==> config.mk <==
export PLATFORM = sky130hd
export DESIGN_NAME = mem_arbiter
export DESIGN_NICKNAME = d
export VERILOG_FILES = /design/src/rtl/mem_arbiter.sv
export SDC_FILE = /design/constraint.sdc
export NUM_CORES = 1
export LEC_CHECK = 0
export ABC_CLOCK_PERIOD_IN_PS = 2200
export CAP_MARGIN = 40
export CORE_AREA = 2 2 99 101
export CTS_CLUSTER_SIZE = 10
export DETAILED_ROUTE_END_ITERATION = 8
export DIE_AREA = 0 0 101 103
export DONT_BUFFER_PORTS = 1
export GPL_TIMING_DRIVEN = 0
export SLEW_MARGIN = 20
export SYNTH_ARGS = -nofsm -noshare
export SYNTH_HDL_FRONTEND = slang
export SYNTH_SLANG_ARGS = --single-unit
==> constraint.sdc <==
create_clock -name clk -period 2.2 [get_ports clk]
set_input_delay 0.66 -clock clk [delete_from_list [all_inputs] [get_ports clk]]
set_output_delay 0.66 -clock clk [all_outputs]
set_load 0.005 [all_outputs]
==> src/rtl/mem_arbiter.sv <==
// Two-port memory arbiter: instruction fetch (read-only) and data port share
// a single-cycle synchronous memory. Data port wins ties unless the fetch port
// has been denied STARVE_MAX consecutive cycles. Read data returns one cycle
// after the grant and is steered to the port that owned the read.
module mem_arbiter #(
    parameter int ADDR_W     = 12,
    parameter int STARVE_MAX = 3
) (
    input  logic              clk,
    input  logic              rst,
    input  logic              if_req,
    input  logic [31:0]       if_addr,
    output logic              if_gnt,
    output logic              if_rvalid,
    output logic [31:0]       if_rdata,
    input  logic              dm_req,
    input  logic [3:0]        dm_we,
    input  logic [31:0]       dm_addr,
    input  logic [31:0]       dm_wdata,
    output logic              dm_gnt,
    output logic              dm_rvalid,
    output logic [31:0]       dm_rdata,
    output logic              mem_en,
    output logic [3:0]        mem_we,
    output logic [ADDR_W-1:0] mem_addr,
    output logic [31:0]       mem_wdata,
    input  logic [31:0]       mem_rdata
);

    localparam int CNT_W = (STARVE_MAX < 1) ? 1 : $clog2(STARVE_MAX + 1);

    typedef enum logic [1:0] {
        OWN_NONE,
        OWN_IF,
        OWN_DM
    } owner_t;

    owner_t           owner;
    logic [CNT_W-1:0] starve_cnt;
    logic             starved;
    logic [31:0]      if_rdata_q;
    logic [31:0]      dm_rdata_q;

    // Byte-offset and above-window address bits are deliberately ignored.
    logic unused_addr_bits;
    assign unused_addr_bits = ^{if_addr[31:ADDR_W+2], if_addr[1:0],
                                dm_addr[31:ADDR_W+2], dm_addr[1:0]};

    assign starved = (starve_cnt == CNT_W'(STARVE_MAX));

    // Grant selection: lone requester wins, data port wins ties unless fetch is starved.
    always_comb begin
        if_gnt = 1'b0;
        dm_gnt = 1'b0;
        if (!rst) begin
            if (if_req && (!dm_req || starved)) begin
                if_gnt = 1'b1;
            end else if (dm_req) begin
                dm_gnt = 1'b1;
            end
        end
    end

    // Memory request mux driven by whichever port holds the grant.
    always_comb begin
        mem_en    = if_gnt | dm_gnt;
        mem_addr  = dm_gnt ? dm_addr[ADDR_W+1:2] : if_addr[ADDR_W+1:2];
        mem_we    = dm_gnt ? dm_we    : 4'b0000;
        mem_wdata = dm_gnt ? dm_wdata : '0;
    end

    // Starvation counter and one-entry response-owner register.
    always_ff @(posedge clk) begin
        if (rst) begin
            starve_cnt <= '0;
            owner      <= OWN_NONE;
        end else begin
            if (if_req && !if_gnt) begin
                if (!starved) begin
                    starve_cnt <= starve_cnt + 1'b1;
                end
            end else begin
                starve_cnt <= '0;
            end

            if (if_gnt) begin
                owner <= OWN_IF;
            end else if (dm_gnt && (dm_we == 4'b0000)) begin
                owner <= OWN_DM;
            end else begin
                owner <= OWN_NONE;
            end
        end
    end

    // Read data capture: each port keeps its last returned word.
    always_ff @(posedge clk) begin
        if (rst) begin
            if_rdata_q <= '0;
            dm_rdata_q <= '0;
        end else begin
            if (owner == OWN_IF) begin
                if_rdata_q <= mem_rdata;
            end
            if (owner == OWN_DM) begin
                dm_rdata_q <= mem_rdata;
            end
        end
    end

    // Response valid is the owner state, suppressed while reset is held;
    // rdata shows memory data directly in the valid cycle, then holds it.
    always_comb begin
        if_rvalid = !rst && (owner == OWN_IF);
        dm_rvalid = !rst && (owner == OWN_DM);
        if_rdata  = if_rvalid ? mem_rdata : if_rdata_q;
        dm_rdata  = dm_rvalid ? mem_rdata : dm_rdata_q;
    end

endmodule
==> results.md <==
- Final worst slack: -0.155 ns
- Port Buf Inserts: 0
- CTS Buf Count: 9
- Peak supply drop: 0.000357 V
- Register area share after synthesis: 0.405
- Starting Density: 0.355
- Pleak: 0.00189 µW
- Final setup skew: 0.00887 ns
- Synth Warn #: 0
- Gate Count Post-Synth: 288
- RR Endpoint: if_rdata_q[24]
- Clk sink count: 68
- GP Congestion: 0.769
- Final hold viol count: 0
- Fin crit share: 1.07
- Failing checks: setup timing
- Detailed Route Iter0 Violations: 77
- Reg2Reg Depth: 5
- Int Pwr: 1970 µW
- Most frequent cells in the layout: 64 x a22o_1, 64 x dfxtp_1, 62 x mux2_4
- Crit path capture: mem_addr[7]
- Area Growth Syn to Fin: 32.8%
- Routed len/inst: 23.2 µm
- Largest net degree at the start of global routing: 14
- Synth top area cells: dfxtp_1 41%, a22o_1 17%, mux2_2 14%, mux2_4 8.9%, and2_1 6.9%
- Hold WC Path Type: flip-flop to flip-flop
- Clock Pin Slew Worst Setup and Hold Paths: 0.08 ns
- Final #Nets: 464
- FF-to-FF Start: owner[1]
- Tmin final: 2.35 ns
- CTS tree: done
- CP Max Fanout: 5
- Dpl ws: -0.130 ns
- Synth area leader: dfxtp_1
- Worst Hold Depth: 1
- GRT Util Overall: 0.180
- Routed wire length: 10300 µm
- Syn Nets: 425
- Outcome: finished, violations left
- Antenna viol nets, final: 0
- DRC violations left: 0
- Final setup fails: 83
- Vias: 2482
- H-Tree Depth: 3
- Rows: 36
- CTS Buffer Depth: 2
- Clock Latency Late Sink: 0.34 ns
- Max Cap Violations: 0
- Worst-margin pin slew: 0.555 ns
- Share of the synthesized area in the top cell type: 0.405
- Die Area: 10400 µm²
- Chip Width: 101 µm
- Max-slew violations: 0
- Vias in the first global route: 2407
- Critical Path RT: 1.54 ns
- I/O pin count: 253
- Seq pwr share: 0.486
- Synth unique cells: 22
- Congestion Overflow GR: 0
- Flop-to-flop setup slack: 0.47 ns
- Post-DR vias/cell: 5.57
- DP HPWL: 7210 µm
- Relative slew slack: 0.630
- Origin of the worst setup path: starve_cnt[0]
- F_max: 425 MHz
- CP Launch Type: flip-flop
- Combinational power share: 0.117
- First-pass GRT wire length: 14100 µm
- Synth Register Bits: 68
- CTS root buf: clkbuf_8
- Switching portion of total power: 0.248
- Sw Pwr: 647 µW
- Final core occ: 0.472
- Clock power share: 0.397
- Initial antenna violation count: 0
- Share of cells above drive strength 1: 0.572
- Syn Area/Cell: 11.7 µm²
- Crit Path Class: flip-flop to output port
- Core Region: 9460 µm²
- Die Y: 103 µm
- Placed cells: 402
- Critical path capture point type: output port
- Unrepaired setup endpoints after global routing: true
- Final cell count without fillers: 446
- CP Data Arrival Time: 1.69 ns
- Power Density: 585 nW/µm²
- Synthesized area: 3360 µm²
- Drt first pass iters: 4
- Diode count: 0
==> cells by family after synthesis <==
logic type                 Yosys count  share of synthesized area
adders and majority gates            1                    0.00372
DFF                                 68                      0.405
and+or+nand+nor                     48                     0.0901
buffers and inverters               28                     0.0484
AOI/OAI and AO/OA                   67                      0.176
muxes                               76                      0.277
==> power groups by stage <==
stage / Sequential (µW) / Combinational, µW / Clock [µW]
floorplan: 1290 / 170 / 0
global placement: 1300 / 216 / 0
CTS: 1270 / 289 / 1060
global route: 1270 / 329 / 1120
finish: 1270 / 306 / 1040
detailed placement: 1300 / 217 / 0
==> flip-flops by register name, summed over array words and instances (netlist names) <==
name        cells
dm_rdata_q     32
if_rdata_q     32
owner           2
starve_cnt      2
==> how the worst min path moves through the flow <==
stage	start	endpoint	slack [ns]
after global placement	starve_cnt[0]	starve_cnt[0]	0.41
after CTS	mem_rdata[26]	if_rdata_q[26]	0.43
after floorplan	starve_cnt[0]	starve_cnt[0]	0.40
after detailed placement	starve_cnt[0]	starve_cnt[0]	0.42
final	starve_cnt[0]	starve_cnt[0]	0.42
after global routing	mem_rdata[22]	dm_rdata_q[22]	0.42
==> cell type report <==
type                       instances  area [µm²]
tap                              114         143
inverter                           3        16.3
timing repair buffer              29         378
buffer                            24         244
sequential                        68        1370
multi-input combinational        192        2110
fill                             880        5000
clock inverter                     7        75.1
clock buffer                       9         124
==> through the flow <==
stage | setup TNS (ns) | cell area (µm²) | hold WS (ns) | total power (µW)
6_report | -4.94 | 4460 | 0.424 | 2610
5_1_grt | -11.36 | 4460 | 0.425 | 2720
4_1_cts | -9.95 | 4260 | 0.428 | 2620
3_5_place_dp | -1.97 | 3500 | 0.418 | 1510
3_3_place_gp | -1.60 | 3500 | 0.409 | 1510
2_1_floorplan | 0 | 3360 | 0.396 | 1470
==> routing by layer <==
layer,track usage,wire length (µm)
met1,0.198,3760
met2,0.325,5580
met3,0.0780,959
met4,0.0405,33
met5,0,0
==> Yosys cell counts (all sizes together) <==
library cell,instances
or2,1
nor2,1
buf,20
and2,37
mux2,76
inv,3
and3,1
ha,1
nor2b,4
nand2,1
a21oi,2
dfxtp,68
nor3,2
a211oi,1
a22o,64
clkbuf,5
nor4,1
==> worst max-delay path, stage by stage (launching register included) <==
cell      delay [ns]
dfxtp_2         0.34
ha_4            0.16
a211oi_4        0.25
buf_4           0.16
buf_6           0.11
mux2_2          0.34
==> repair_timing <==
| action | CTS | global route |
|---|---|---|
| setup endpoints to repair | 114 | 114 |
| resized for setup | 108 | 42 |
| gates cloned | 3 | 3 |
| pin swaps | 13 | 20 |
| hold endpoints to repair | 0 | 0 |
| hold buffers | 0 | 0 |
| setup buffers | 17 | 6 |
No activity file was read; power rests on OpenSTA's default activity.
